**src/rtl/decode_stage.sv**
```systemverilog
// rtl/decode_stage.sv - registered instruction decode stage with two-entry skid buffer
module decode_stage #(
  parameter int unsigned INST_W  = 16,
  parameter int unsigned OP_W    = 4,
  parameter int unsigned REG_AW  = 3,
  parameter int unsigned NUM_OPS = 12,
  parameter int unsigned CNT_W   = 16
) (
  input  logic                                  clk,
  input  logic                                  rst_n,
  input  logic                                  flush,
  input  logic                                  in_valid,
  output logic                                  in_ready,
  input  logic [INST_W-1:0]                     inst,
  input  logic                                  flag_z,
  input  logic                                  flag_n,
  output logic                                  out_valid,
  input  logic                                  out_ready,
  output logic [1:0]                            cond,
  output logic [OP_W-1:0]                       op_code,
  output logic [REG_AW-1:0]                     dest_reg,
  output logic [REG_AW-1:0]                     src_reg_1,
  output logic [REG_AW-1:0]                     src_reg_2,
  output logic [INST_W-2-OP_W-3*REG_AW-1:0]     shift,
  output logic [INST_W-1:0]                     imm,
  output logic                                  imm_mode,
  output logic                                  exec,
  output logic                                  illegal,
  output logic [CNT_W-1:0]                      inst_count
);

  localparam int unsigned REM_W = INST_W - 2 - OP_W - 2 * REG_AW;
  localparam int unsigned SH_W  = REM_W - REG_AW;

  typedef struct packed {
    logic [1:0]        cond;
    logic [OP_W-1:0]   op_code;
    logic [REG_AW-1:0] dest_reg;
    logic [REG_AW-1:0] src_reg_1;
    logic [REG_AW-1:0] src_reg_2;
    logic [SH_W-1:0]   shift;
    logic [INST_W-1:0] imm;
    logic              imm_mode;
    logic              exec;
    logic              illegal;
  } dec_t;

  typedef enum logic [1:0] {EMPTY, ONE, TWO} state_t;

  state_t           state;
  dec_t             dec;
  dec_t             out_r;
  dec_t             skid_r;
  logic [REM_W-1:0] rem;
  logic             cond_ok;
  logic [CNT_W-1:0] cnt;
  logic             accept;
  logic             handshake;

  always_comb begin
    dec           = '0;
    cond_ok       = 1'b0;
    rem           = inst[REM_W-1:0];
    dec.cond      = inst[INST_W-1 -: 2];
    dec.op_code   = inst[INST_W-3 -: OP_W];
    dec.dest_reg  = inst[INST_W-3-OP_W -: REG_AW];
    dec.src_reg_1 = inst[INST_W-3-OP_W-REG_AW -: REG_AW];
    dec.imm_mode  = dec.op_code[OP_W-1];
    if (dec.imm_mode) begin
      dec.imm = {{(INST_W-REM_W){rem[REM_W-1]}}, rem};
    end else begin
      dec.src_reg_2 = rem[REM_W-1 -: REG_AW];
      dec.shift     = rem[SH_W-1:0];
    end
    dec.illegal = (32'(dec.op_code) >= NUM_OPS);
    case (dec.cond)
      2'd0:    cond_ok = 1'b1;
      2'd1:    cond_ok = flag_z;
      2'd2:    cond_ok = ~flag_z;
      default: cond_ok = flag_n;
    endcase
    dec.exec = cond_ok & ~dec.illegal;
  end

  assign accept    = in_valid & in_ready;
  assign handshake = out_valid & out_ready;

  // in_ready and out_valid are kept as registered mirrors of the state
  always_ff @(posedge clk or negedge rst_n) begin
    if (!rst_n) begin
      state     <= EMPTY;
      out_r     <= '0;
      skid_r    <= '0;
      in_ready  <= 1'b1;
      out_valid <= 1'b0;
      cnt       <= '0;
    end else if (flush) begin
      state     <= EMPTY;
      in_ready  <= 1'b1;
      out_valid <= 1'b0;
    end else begin
      if (handshake) cnt <= cnt + 1'b1;
      case (state)
        EMPTY: begin
          if (accept) begin
            out_r     <= dec;
            state     <= ONE;
            out_valid <= 1'b1;
          end
        end
        ONE: begin
          if (accept && handshake) begin
            out_r <= dec;
          end else if (accept) begin
            skid_r   <= dec;
            state    <= TWO;
            in_ready <= 1'b0;
          end else if (handshake) begin
            state     <= EMPTY;
            out_valid <= 1'b0;
          end
        end
        TWO: begin
          if (handshake) begin
            out_r    <= skid_r;
            state    <= ONE;
            in_ready <= 1'b1;
          end
        end
        default: begin
          state     <= EMPTY;
          in_ready  <= 1'b1;
          out_valid <= 1'b0;
        end
      endcase
    end
  end

  assign cond       = out_r.cond;
  assign op_code    = out_r.op_code;
  assign dest_reg   = out_r.dest_reg;
  assign src_reg_1  = out_r.src_reg_1;
  assign src_reg_2  = out_r.src_reg_2;
  assign shift      = out_r.shift;
  assign imm        = out_r.imm;
  assign imm_mode   = out_r.imm_mode;
  assign exec       = out_r.exec;
  assign illegal    = out_r.illegal;
  assign inst_count = cnt;

endmodule

```
**config.mk**
```make
export PLATFORM = sky130hd
export DESIGN_NAME = decode_stage
export DESIGN_NICKNAME = d
export VERILOG_FILES = /design/src/rtl/decode_stage.sv
export SDC_FILE = /design/constraint.sdc
export NUM_CORES = 1
export LEC_CHECK = 0
export CORE_MARGIN = 5
export CORE_UTILIZATION = 40
export CTS_CLUSTER_SIZE = 24
export DETAILED_ROUTE_END_ITERATION = 10
export PLACE_DENSITY = 0.72
export SYNTH_ARGS = -nofsm -noshare
export SYNTH_HDL_FRONTEND = slang
export SYNTH_SLANG_ARGS = --single-unit
```
**constraint.sdc**
```tcl
create_clock -name clk -period 3.3 [get_ports clk]
set_input_delay 0.66 -clock clk [delete_from_list [all_inputs] [get_ports clk]]
set_output_delay 0.66 -clock clk [all_outputs]
set_load 0.03 [all_outputs]
```
==> summary.md <==
| Metric | Value |
|---|---|
| Status | complete, no violations |
| Synth cell types | 33 |
| Die X | 96.75 um |
| Share of cells above drive strength 1 | 23.20% |
| Initial antenna violation count | 0 |
| Register with the most flip-flops | skid_r |
| Later-pin clock latency in the skew report | 0.33 ns |
| Max reg flops | 22 |
| Die height | 96.75 um |
| Commonest non-fill, non-tap cell in the layout | clkdlybuf4s50_1 |
| Clock transition at path regs | 0.07 ns |
| Routed WL | 5.795 mm |
| Top cell family by delay on the critical path | buffers and inverters |
| IO buf count | 75 |
| Period minus WS final | 2.286 ns |
| Post-DR vias/cell | 4.883 |
| WP data arrival | 1.63 ns |
| CTS buffer count | 9 |
| CTS root buffer | clkbuf_8 |
| CP Capture Type | output pin |
| Max_cap viols | 0 |
| GPL Wtd Cong | 0.8530 |
| Final slew viol count | 0 |
| Worst VDD drop | 433.7 uV |
| Placed Area | 0.003734 mm2 |
| Post-synthesis average cell area | 11.99 um2 |
| All-Layer GR Usage | 13.11% |
| Final setup viols | 0 |
| Max Clock Skew | 0.008104 ns |
| Count of cells resized by post-cts repair | 0 |
| Max Fanout on Critical Path | 14 |
| Clock tree from TritonCTS | yes |
| Sequential share of the synthesized area | 53.24% |
| Largest net degree at the start of global routing | 38 |
| Vias | 2,041 |
| N_diodes | 0 |
| HP Class | in -> async |
| Final ANT Viol Nets | 0 |
| Core ar. | 0.007292 mm2 |
| Slew of the pin with the lowest slew margin | 0.6461 ns |
| WS Path Type | reg -> out |
| Post CTS Setup Buffer Count | 0 |
| WL/cell | 13.86 um |
| WP buf/inv | 1 |
| LEAKAGE | 0.001643 uW |
| Starting Density | 41.28% |
| Mapped Cells | 251 |
| Met2 Routed Length | 2.685 mm |
| Count of final hold-check violations | 0 |
| Met3 wire length | 415 um |
| CP max stage cell | clkdlybuf4s50_1 |
| Power density over the cells | 765.6 mW/mm2 |
| Global route overflow | 0 |
| Cell Area, Synth | 0.003010 mm2 |
| # fillers | 666 |
| Detail Placement HPWL | 4.170 mm |
| Setup TNS | 0 ns |
| Hold_buf cts | 0 |
| YS warnings | 0 |
| CP Data Required Time | 2.64 ns |
| Maximum clock path buffer count | 2 |
| Synth Net Count | 275 |
| Die area | 0.009361 mm2 |
| Final non-filler cell total | 418 |
| Fmax | 437.4 MHz |
| Flops & latches, synth | 64 |
| Crit-path max cell delay | 0.75 ns |
| DRC viols | 0 |
| Number of global-route vias before repair | 2,147 |
| # rows | 31 |
| Wl on met1 | 2.631 mm |
| Final instance area | 0.003894 mm2 |
| Crit path cell chain | clkdlybuf4s50_1 |
| H-tree depth | 3 |
| Final Power | 2981 uW |
| Unrepaired setup endpoints after global routing | false |
| Fin crit share | 69.28% |
| Pre-Repair DR Iteration Count | 4 |
| Crit start category | register |
| Global-route wire length before repair | 10.21 mm |
| IO Count | 76 |
| DRT iter0 DRCs | 102 |
| Commonest cells after routing, fill and taps aside | clkdlybuf4s50_1 (74), dfrtp_1 (63), mux2_2 (49) |
| Top routing layer used | met4 |
| Cell count after placement | 404 |
| Max-Slew Margin vs Limit | 56.93% |
| Nets | 340 |
| Hold_ws | 0.3460 ns |
| Synthesis-to-layout area growth | 29.34% |
| CTS Sinks | 64 |
## Yosys cell counts (all sizes together)
| library cell | instances | area share [%] |
|---|---|---|
| o21ai | 20 | 3.4 |
| ha | 1 | 0.42 |
| xnor2 | 13 | 3.8 |
| buf | 23 | 6.2 |
| and2 | 3 | 0.62 |
| o22ai | 2 | 0.42 |
| dfrtp | 63 | 52 |
| and4 | 4 | 1.2 |
| and3 | 3 | 0.62 |
| nand2 | 29 | 3.6 |
| xor2 | 2 | 0.58 |
| dfstp | 1 | 0.87 |
| a21oi | 4 | 0.79 |
| clkbuf | 3 | 0.37 |
| nor3 | 1 | 0.17 |
| a31oi | 1 | 0.21 |
| nor2b | 2 | 0.50 |
| and3b | 3 | 0.87 |
| a21boi | 1 | 0.25 |
| a2bb2oi | 1 | 0.29 |
| nand4 | 4 | 0.83 |
| mux2 | 50 | 19 |
| nand3 | 6 | 1.0 |
| nand2b | 6 | 1.2 |
| inv | 2 | 0.25 |
| nor2 | 3 | 0.37 |
## final timing paths
kind / from / endpoint / slack (ns) / depth (start not counted)
worst max-delay path: imm[14]$_DFFE_PN0P_ / imm[3] / 1.01 / 1
worst min-delay path: rst_n / inst_count[6]$_DFFE_PN0P_ / 0.35 / 1
worst max register to register: state[0]$_DFFE_PN0P_ / op_code[3]$_DFFE_PN0P_ / 1.23 / 4
worst min register to register: inst_count[15]$_DFFE_PN0P_ / inst_count[15]$_DFFE_PN0P_ / 0.48 / 1
max in group asynchronous: rst_n / imm[2]$_DFFE_PN0P_ / 2.32 / 2
min in group clk: inst_count[15]$_DFFE_PN0P_ / inst_count[15]$_DFFE_PN0P_ / 0.48 / 1
## power by group
group | internal (uW) | switching (uW) | total [uW]
Clock | 280 | 276 | 556
Sequential | 1050 | 173 | 1220
Combinational | 571 | 631 | 1200
Total | 1900 | 1080 | 2980
## layout make-up
cell class	count	area, um2	area share (%)
Sequential cell	64	1603	41.16
Clock inverter	4	22.52	0.5784
Multi-Input combinational cell	159	1204	30.91
Clock buffer	10	137.6	3.535
Timing Repair Buffer	80	795.8	20.44
Tap cell	99	123.9	3.181
Inverter	2	7.507	0.1928
## stage by stage
step | worst slack [ns] | utilization (%)
2_1_floorplan | 1.502 | -
3_3_place_gp | 0.9061 | 51.20
3_5_place_dp | 0.8427 | 51.20
4_1_cts | 0.9603 | 53.40
5_1_grt | 0.8982 | 53.40
6_report | 1.014 | 53.40
## metal layers
| layer | global-route usage, % | vias to the layer above |
|---|---|---|
| li1 | - | 982 |
| met4 | 3.996 | 0 |
| met5 | 0 | - |
| met3 | 6.043 | 7 |
| met2 | 20.54 | 63 |
| met1 | 16.15 | 989 |
## logic make-up (layout without fill, tap and decap cells)
| family | after synthesis | count (layout) | synth area share, % |
|---|---|---|---|
| multiplexers | 50 | 50 | 18.70 |
| AND/OR/NAND/NOR | 64 | 64 | 11.10 |
| AO/OA/AOI/OAI | 29 | 29 | 5.403 |
| buffers and inverters | 28 | 96 | 6.775 |
| XOR/XNOR | 15 | 15 | 4.364 |
| flip-flops | 64 | 64 | 53.24 |
| adder cells (fa/ha/maj) | 1 | 1 | 0.4156 |
No activity file was read; power rests on OpenSTA's default activity.
